## src/rtl/mem_stage.sv

```systemverilog
// RISC-V MEM stage and MEM/WB register: drives the req/ack data port, aligns store lanes, extracts loads.
// Latency 1 for ALU ops, >=2 for loads/stores; stall is combinational and held while a transfer is outstanding.
module mem_stage #(
    parameter int TIMEOUT_CYCLES = 255
) (
    input  logic        clock,
    input  logic        reset,
    input  logic [31:0] alu_result_in,
    input  logic [31:0] store_data_in,
    input  logic [4:0]  rd_in,
    input  logic        memtoreg_in,
    input  logic        we_in,
    input  logic        reg_en_in,
    input  logic [2:0]  funct3_in,
    output logic        dmem_req,
    output logic        dmem_we,
    output logic [31:0] dmem_addr,
    output logic [31:0] dmem_wdata,
    output logic [3:0]  dmem_wstrb,
    input  logic [31:0] dmem_rdata,
    input  logic        dmem_ack,
    output logic        stall,
    output logic [31:0] wb_data,
    output logic [4:0]  wb_rd,
    output logic        wb_reg_en,
    output logic        misalign_err,
    output logic        bus_err
);
    typedef enum logic {IDLE, WAIT} state_t;

    localparam logic        TO_EN   = (TIMEOUT_CYCLES > 0);
    localparam logic [31:0] TO_LAST = 32'(TIMEOUT_CYCLES - 1);

    state_t      state_q, state_d;
    logic [31:0] cnt_q, cnt_d;
    logic [31:0] addr_q, addr_d;
    logic        we_q, we_d;
    logic [31:0] wdata_q, wdata_d;
    logic [3:0]  wstrb_q, wstrb_d;
    logic [2:0]  funct3_q, funct3_d;
    logic [4:0]  rd_q, rd_d;
    logic        reg_en_q, reg_en_d;
    logic [31:0] wb_data_q, wb_data_d;
    logic [4:0]  wb_rd_q, wb_rd_d;
    logic        wb_reg_en_q, wb_reg_en_d;
    logic        misalign_err_q, misalign_err_d;
    logic        bus_err_q, bus_err_d;

    logic        mem_op, bad_f3, misaligned, access_bad, access_ok, timeout_hit;
    logic [31:0] st_wdata, rd_shift, ld_val;
    logic [3:0]  st_wstrb;
    logic [7:0]  ld_byte;
    logic [15:0] ld_half;

    always_comb begin
        mem_op     = memtoreg_in | we_in;
        bad_f3     = (funct3_in == 3'b011) || (funct3_in[2:1] == 2'b11);
        misaligned = ((funct3_in[1:0] == 2'b01) && alu_result_in[0]) ||
                     ((funct3_in[1:0] == 2'b10) && (alu_result_in[1:0] != 2'b00));
        access_bad = mem_op && (bad_f3 || misaligned);
        access_ok  = mem_op && !access_bad;

        case (funct3_in[1:0])
            2'b00: begin
                st_wstrb = 4'b0001 << alu_result_in[1:0];
                st_wdata = {4{store_data_in[7:0]}};
            end
            2'b01: begin
                st_wstrb = 4'b0011 << alu_result_in[1:0];
                st_wdata = {2{store_data_in[15:0]}};
            end
            default: begin
                st_wstrb = 4'b1111;
                st_wdata = store_data_in;
            end
        endcase

        // Halves are aligned by construction, so a byte-granular shift serves both sizes.
        rd_shift = dmem_rdata >> {addr_q[1:0], 3'b000};
        ld_byte  = rd_shift[7:0];
        ld_half  = rd_shift[15:0];
        case (funct3_q)
            3'b000:  ld_val = {{24{ld_byte[7]}}, ld_byte};
            3'b001:  ld_val = {{16{ld_half[15]}}, ld_half};
            3'b100:  ld_val = {24'b0, ld_byte};
            3'b101:  ld_val = {16'b0, ld_half};
            default: ld_val = dmem_rdata;
        endcase

        timeout_hit = TO_EN && (cnt_q == TO_LAST);
    end

    always_comb begin
        state_d        = state_q;
        cnt_d          = cnt_q;
        addr_d         = addr_q;
        we_d           = we_q;
        wdata_d        = wdata_q;
        wstrb_d        = wstrb_q;
        funct3_d       = funct3_q;
        rd_d           = rd_q;
        reg_en_d       = reg_en_q;
        wb_data_d      = wb_data_q;
        wb_rd_d        = wb_rd_q;
        wb_reg_en_d    = wb_reg_en_q;
        misalign_err_d = 1'b0;
        bus_err_d      = 1'b0;
        stall          = 1'b0;

        if (state_q == IDLE) begin
            if (access_bad) begin
                misalign_err_d = 1'b1;
                wb_reg_en_d    = 1'b0;
            end else if (access_ok) begin
                stall       = 1'b1;
                state_d     = WAIT;
                cnt_d       = '0;
                addr_d      = alu_result_in;
                we_d        = we_in;
                wdata_d     = st_wdata;
                wstrb_d     = st_wstrb;
                funct3_d    = funct3_in;
                rd_d        = rd_in;
                reg_en_d    = reg_en_in;
                wb_reg_en_d = 1'b0;
            end else begin
                wb_data_d   = alu_result_in;
                wb_rd_d     = rd_in;
                wb_reg_en_d = reg_en_in;
            end
        end else begin
            // An ack arriving in the last allowed cycle takes priority over the abort.
            if (dmem_ack) begin
                state_d = IDLE;
                cnt_d   = '0;
                if (we_q) begin
                    wb_reg_en_d = 1'b0;
                end else begin
                    wb_data_d   = ld_val;
                    wb_rd_d     = rd_q;
                    wb_reg_en_d = reg_en_q;
                end
            end else if (timeout_hit) begin
                state_d     = IDLE;
                cnt_d       = '0;
                bus_err_d   = 1'b1;
                wb_reg_en_d = 1'b0;
            end else begin
                stall       = 1'b1;
                cnt_d       = cnt_q + 32'd1;
                wb_reg_en_d = 1'b0;
            end
        end
    end

    always_ff @(posedge clock) begin
        if (reset) begin
            state_q        <= IDLE;
            cnt_q          <= '0;
            addr_q         <= '0;
            we_q           <= 1'b0;
            wdata_q        <= '0;
            wstrb_q        <= '0;
            funct3_q       <= '0;
            rd_q           <= '0;
            reg_en_q       <= 1'b0;
            wb_data_q      <= '0;
            wb_rd_q        <= '0;
            wb_reg_en_q    <= 1'b0;
            misalign_err_q <= 1'b0;
            bus_err_q      <= 1'b0;
        end else begin
            state_q        <= state_d;
            cnt_q          <= cnt_d;
            addr_q         <= addr_d;
            we_q           <= we_d;
            wdata_q        <= wdata_d;
            wstrb_q        <= wstrb_d;
            funct3_q       <= funct3_d;
            rd_q           <= rd_d;
            reg_en_q       <= reg_en_d;
            wb_data_q      <= wb_data_d;
            wb_rd_q        <= wb_rd_d;
            wb_reg_en_q    <= wb_reg_en_d;
            misalign_err_q <= misalign_err_d;
            bus_err_q      <= bus_err_d;
        end
    end

    assign dmem_req     = (state_q == WAIT);
    assign dmem_we      = we_q;
    assign dmem_addr    = {addr_q[31:2], 2'b00};
    assign dmem_wdata   = wdata_q;
    assign dmem_wstrb   = wstrb_q;
    assign wb_data      = wb_data_q;
    assign wb_rd        = wb_rd_q;
    assign wb_reg_en    = wb_reg_en_q;
    assign misalign_err = misalign_err_q;
    assign bus_err      = bus_err_q;
endmodule

```

## config.mk

```make
export PLATFORM = sky130hd
export DESIGN_NAME = mem_stage
export DESIGN_NICKNAME = d
export VERILOG_FILES = /design/src/rtl/mem_stage.sv
export SDC_FILE = /design/constraint.sdc
export NUM_CORES = 1
export LEC_CHECK = 0
export CORE_ASPECT_RATIO = 1.2
export CORE_MARGIN = 2
export CORE_UTILIZATION = 43
export CTS_BUF_LIST = sky130_fd_sc_hd__clkbuf_4 sky130_fd_sc_hd__clkbuf_8 sky130_fd_sc_hd__clkbuf_16
export CTS_CLUSTER_SIZE = 40
export DETAILED_ROUTE_END_ITERATION = 16
export DONT_BUFFER_PORTS = 1
export PLACE_DENSITY = 0.71
export SLEW_MARGIN = 40
export SYNTH_ARGS = -nofsm -noshare
export SYNTH_HDL_FRONTEND = slang
export SYNTH_SLANG_ARGS = --single-unit
export TNS_END_PERCENT = 100
```

## constraint.sdc

```tcl
create_clock -name clock -period 2.06 [get_ports clock]
set_clock_uncertainty 0.15 [all_clocks]
set_input_delay 0.412 -clock clock [delete_from_list [all_inputs] [get_ports clock]]
set_output_delay 0.412 -clock clock [all_outputs]
set_load 0.05 [all_outputs]
```

==> impl_metrics.py, run 1 <==
metrics = {
    "sta": {
        "clock.fmax_mhz": 422.2,
        "timing.hold.ws_ps": -83.70,
        "finalHoldViolations": 50,
        "setup_ws_ps": -308.7,
        "slew_headroom": 0.6183,
        "finalSetupViolCount": 4,
        "rsz0062_at_grt": "yes",
        "fin_crit_sh": 1.150,
        "drv_slew": 0,
        "worst_pin_slew_ps": 570.5,
        "layout_min_cycle_time_ps": 2369,
    },
    "worst_setup_path": {
        "cp-start-kind": "register",
        "crit_chain": "inv_2 -> ha_4 -> nor4b_4 -> and4_1 -> a31o_4 -> buf_12 -> nand2_8",
        "path_class": "register to output port",
        "cpPeakStageDelay_ps": 340,
        "critPathCaptureType": "output port",
        "critPathMaxFanout": 2,
        "worstPathArrival_ps": 1810,
        "crit_required_ps": 1500,
        "worst_path_max_delay_cell": "dfxtp_2",
    },
    "drt": {
        "first_pass_iters": 5,
        "highest-signal-layer": "met4",
        "wire_per_inst_um": 19.44,
        "drt-initial-drc-count": 418,
        "via_count": 6666,
        "drc_errors": 0,
        "met3_wirelength_um": 1704,
        "met1_length_um": 8581,
        "dr_wl_met2_um": 11060,
        "antenna_left": 0,
        "wl_um": 22060,
        "viasPerCell": 5.873,
    },
    "clock_tree": {
        "cts_tree": "done",
        "clk_latency_ps": 430,
        "clk_pin_slew_ps": 70,
        "cts_sinks": 151,
        "htreeDepth": 4,
        "cts_buffers": 17,
        "root_buffer": "clkbuf_16",
        "cts_buffer_depth": 2,
    },
    "pwr": {
        "p_sw_frac": 0.3151,
        "p_leak_nw": 3.038,
        "power_frac_seq": 0.477,
        "internal_power_mw": 5.470,
        "clockPowerShare": 0.409,
        "power_mw": 7.987,
        "comb_power_share": 0.114,
        "switching_power_mw": 2.517,
        "power_density_nw_per_um2": 926.2,
        "peakVddDrop_uv": 476.6,
    },
    "logic_synthesis": {
        "ys_types": 62,
        "yosysMostFrequentCell": "nand2_1",
        "async_flop_share": 0,
        "ys_dominant_reg_cell": "dfxtp_1",
        "netlist.area_leader.share": 0.4138,
        "synth_cells": 900,
        "yosysTopAreaCell": "dfxtp_1",
        "yosysWarnings": 0,
        "synth_area_leaders": "dfxtp_1 (41%), nand2_1 (8.8%), a21oi_1 (6.1%)",
        "synth_commonest_cells": "nand2_1 (171), dfxtp_1 (151), a21oi_1 (89)",
        "synth-edff-count": 0,
        "syn-cell-area_um2": 7305,
        "ys_seq_area_frac": 0.4138,
        "synth-seq-cells": 151,
        "syn_avg_cell_area_um2": 8.116,
    },
    "floorplanning": {
        "initial_utilization": 0.4352,
        "ioPinCount": 221,
        "die-area_um2": 18050,
        "core_area_um2": 16790,
        "die_h_um": 146.8,
        "rows": 52,
        "die_w_um": 123.0,
    },
    "run": {
        "maxCapViolations": 0,
    },
    "global_route": {
        "grt_overflow": 0,
        "antenna_found_initial": 0,
        "grt_max_degree": 134,
        "grt_pass1_wl_um": 33600,
        "grtUsageTotal": 0.2378,
        "grt_pass1_vias": 6093,
    },
    "final_layout": {
        "nets": 1018,
        "area_growth_pct": 18.05,
        "finalInstanceArea_um2": 8623,
        "fin_util": 0.5137,
        "antennaDiodeCount": 0,
        "drive_gt1_frac": 0.1534,
        "final_cells": 1135,
    },
    "placement": {
        "place_congestion": 0.9162,
        "place_inst": 1080,
        "dp_hpwl_um": 15280,
        "io_buffers": 0,
        "placed_cell_area_um2": 7657,
    },
    "run_status": {
        "status": "finished, violations left",
        "violations": "negative hold slack, negative setup slack",
    },
    "worst_hold_path": {
        "hold_path.class": "primary input to register",
    },
}
state kept, by name, indices dropped and copies added, names as in the netlist, 3 cells and up:
register    flops
addr_q         32
funct3_q        3
dmem_wstrb      4
wb_rd           5
cnt_q          32
wb_data        32
rd_q            5
dmem_wdata     32
metrics by stage:
stage | setup WS, ps | setup TNS [ps]
2_1_floorplan | -28.54 | -28.54
3_3_place_gp | 4.209 | 0
3_5_place_dp | -27.39 | -37.89
4_1_cts | -278.6 | -426.7
5_1_grt | -351.7 | -856.0
6_report | -308.7 | -612.4
placed cells by master, fill, tap and decap left out, types with 10 or more instances in the layout:
cell type      Yosys  final
clkbuf_16          0     17
o21ai_0           24     24
buf_4             33     61
a211oi_1          36     35
dlygate4sd3_1      0     17
a21oi_1           89     87
nand4_1           13     13
nor2b_1           21     21
xnor2_1           11     11
dfxtp_1          151    142
nor3_1            16     15
mux2i_1           37     37
nand3_1           17     16
o22ai_1           16     16
nand2_1          171    170
a311oi_1          10     10
nor2_1            67     66
worst max-delay path: cells and delay by family, from the launching register on:
family | cells | cell delay, ps
simple gates | 3 | 460
fa+ha+maj | 1 | 140
compound gates | 1 | 260
buf+inv | 2 | 180
flops | 1 | 340
power by group through the flow:
stage / sequential [mW] / clock, mW / combinational [mW]
2_1_floorplan: 3.70 / 0 / 0.846
3_3_place_gp: 3.87 / 0 / 0.845
3_5_place_dp: 3.87 / 0 / 0.861
4_1_cts: 3.81 / 3.31 / 0.874
5_1_grt: 3.82 / 3.44 / 1.01
6_report: 3.81 / 3.27 / 0.914
metal layers:
metal,vias to the layer above,global-route usage
li1,3196,-
met1,3111,0.2915
met2,300,0.3901
met3,59,0.06949
met4,0,0.09318
met5,-,0
cells by family (layout without fill, tap and decap cells):
logic type,Yosys count,count (layout),share of synthesized area
muxes,38,38,0.05379
AOI/OAI and AO/OA,228,228,0.1994
and+or+nand+nor,356,356,0.2302
buffers and inverters,106,124,0.07725
DFF,151,151,0.4138
xor gates and xnor gates,18,18,0.02158
adders and majority gates,2,2,0.003425
other,1,2,0.0005134
worst paths after layout:
check	startpoint	endpoint	slack, ps	depth (start not counted)
worst max-delay path	cnt_q[0]	stall	-310	7
worst min-delay path	reset	dmem_wdata[0]	-80	1
worst max register to register	cnt_q[0]	cnt_q[24]	-150	9
worst min register to register	reg_en_q	reg_en_q	300	2
cell type report:
type                    instances  area, um^2
clock buffers                  19       446.7
clock inverters                13       172.7
fillers                      1575        8163
inverters                       5       18.77
multi-input cells             644        3879
flip-flops and latches        151        3037
well taps                     216       270.3
repair buffers                 87       799.5
what timing repair did:
action	CTS	global route
pin swaps	4	5
endpoints found under the setup margin	3	25
hold buffers	2	15
resized for setup	9	20
buffers inserted	1	6
endpoints found under the hold margin	122	120
Power figures use the tool's default switching activity.
==> run 2, diff against run 1 <==
Settings changed: CTS_BUF_LIST sky130_fd_sc_hd__clkbuf_4 sky130_fd_sc_hd__clkbuf_8 sky130_fd_sc_hd__clkbuf_16 to unset, HOLD_SLACK_MARGIN set to 0.03.
==> impl_metrics.py, run 2 (same netlist as run 1, synthesis figures left out) <==
metrics = {
    "run_status": {
        "status": "finished, violations left",
        "violations": "negative hold slack, negative setup slack",
    },
    "global_route": {
        "grtUsageTotal": 0.2378,
        "antenna_found_initial": 0,
        "grt_overflow": 0,
        "grt_pass1_wl_um": 33600,
        "grt_max_degree": 134,
        "grt_pass1_vias": 6093,
    },
    "final_layout": {
        "drive_gt1_frac": 0.1523,
        "layout_common_cells": "nand2_1 (170), dfxtp_1 (142), a21oi_1 (87)",
        "layout_commonest_cell": "nand2_1",
        "nets": 1018,
        "antennaDiodeCount": 0,
        "finalInstanceArea_um2": 8620,
        "fin_util": 0.5135,
        "area_growth_pct": 18.00,
        "final_cells": 1135,
    },
    "placement": {
        "io_buffers": 0,
        "place_inst": 1080,
        "dp_hpwl_um": 15280,
        "place_congestion": 0.9162,
        "placed_cell_area_um2": 7657,
    },
    "clock_tree": {
        "cts_buffer_depth": 2,
        "htreeDepth": 4,
        "cts_sinks": 151,
        "cts_tree": "done",
        "cts_buffers": 17,
        "clk_latency_ps": 430,
        "clk_pin_slew_ps": 70,
        "root_buffer": "clkbuf_16",
    },
    "sta": {
        "rsz0062_at_grt": "yes",
        "fin_crit_sh": 1.151,
        "worst_pin_slew_ps": 567.8,
        "finalSetupViolCount": 4,
        "clock.fmax_mhz": 421.8,
        "finalHoldViolations": 48,
        "setup_ws_ps": -310.7,
        "timing.hold.ws_ps": -85.09,
        "slew_headroom": 0.6201,
        "drv_slew": 0,
        "layout_min_cycle_time_ps": 2371,
    },
    "floorplanning": {
        "rows": 52,
        "die_w_um": 123.0,
        "ioPinCount": 221,
        "initial_utilization": 0.4352,
        "die_h_um": 146.8,
        "core_area_um2": 16790,
        "die-area_um2": 18050,
    },
    "worst_setup_path": {
        "cp_num_buf_inv": 2,
        "path_class": "register to output port",
        "critPathMaxFanout": 2,
        "cp-start-kind": "register",
        "critPathTopFamily": "simple AND/OR/NAND/NOR gates",
        "worstPathArrival_ps": 1810,
        "critPathCaptureType": "output port",
        "worst_path_max_delay_cell": "dfxtp_2",
        "crit_chain": "inv_2 -> ha_4 -> nor4b_4 -> and4_1 -> a31o_4 -> buf_12 -> nand2_8",
        "cpPeakStageDelay_ps": 340,
        "crit_required_ps": 1500,
    },
    "drt": {
        "antenna_left": 0,
        "viasPerCell": 5.859,
        "wl_um": 22010,
        "first_pass_iters": 5,
        "wire_per_inst_um": 19.40,
        "drc_errors": 0,
        "via_count": 6650,
        "drt-initial-drc-count": 415,
    },
    "pwr": {
        "p_leak_nw": 3.034,
        "peakVddDrop_uv": 479.5,
        "power_density_nw_per_um2": 924.7,
    },
    "run": {
        "maxCapViolations": 0,
    },
    "worst_hold_path": {
        "hold_path.class": "primary input to register",
    },
}
==> run 2: final timing paths <==
check	start	depth (start not counted)	slack, ps	endpoint
setup / recovery	cnt_q[0]	7	-310	stall
hold / removal	reset	1	-90	dmem_wdata[0]
setup reg to reg	cnt_q[0]	9	-150	cnt_q[24]
hold reg to reg	reg_en_q	2	300	reg_en_q
==> run 2: stage by stage <==
stage	total power, mW	hold slack [ps]	setup TNS, ps	setup slack, ps
floorplan	4.546	286.0	-28.54	-28.54
finish	7.971	-85.09	-614.4	-310.7
detailed placement	4.732	290.8	-37.89	-27.39
global placement	4.712	285.8	0	4.209
global route	8.257	-105.7	-856.0	-351.7
CTS	7.978	-112.3	-426.7	-278.6
==> run 2: cell type report <==
cell class                      instances  area [um^2]
Sequential cell                       151         3037
Inverter                                5        18.77
Multi-Input combinational cell        644         3879
Clock buffer                           19        442.9
Timing Repair Buffer                   87        799.5
Clock inverter                         13        172.7
Tap cell                              216        270.3
Fill cell                            1577         8167
==> run 2: routing by layer <==
layer / up-vias / wire length, um / part of all wire / track usage
met2: 297 / 11060 / 0.50 / 0.3901
met3: 58 / 1701 / 0.077 / 0.06949
li1: 3197 / - / - / -
met1: 3098 / 8554 / 0.39 / 0.2915
met5: - / 0 / 0 / 0
met4: 0 / 696 / 0.032 / 0.09318
==> run 2: timing repair <==
action / in CTS / in global routing
hold endpoints to repair: 123 / 120
hold buffers: 2 / 15
resized for setup: 9 / 20
cloned: 0 / 0
endpoints found under the setup margin: 3 / 25
buffers inserted: 1 / 6
pin swaps: 4 / 5
==> run 2: power breakdown <==
group	switching (mW)	leakage [nW]	internal [mW]
Combinational	0.515	1.50	0.398
Sequential	0.702	1.24	3.11
Clock	1.30	0.292	1.95
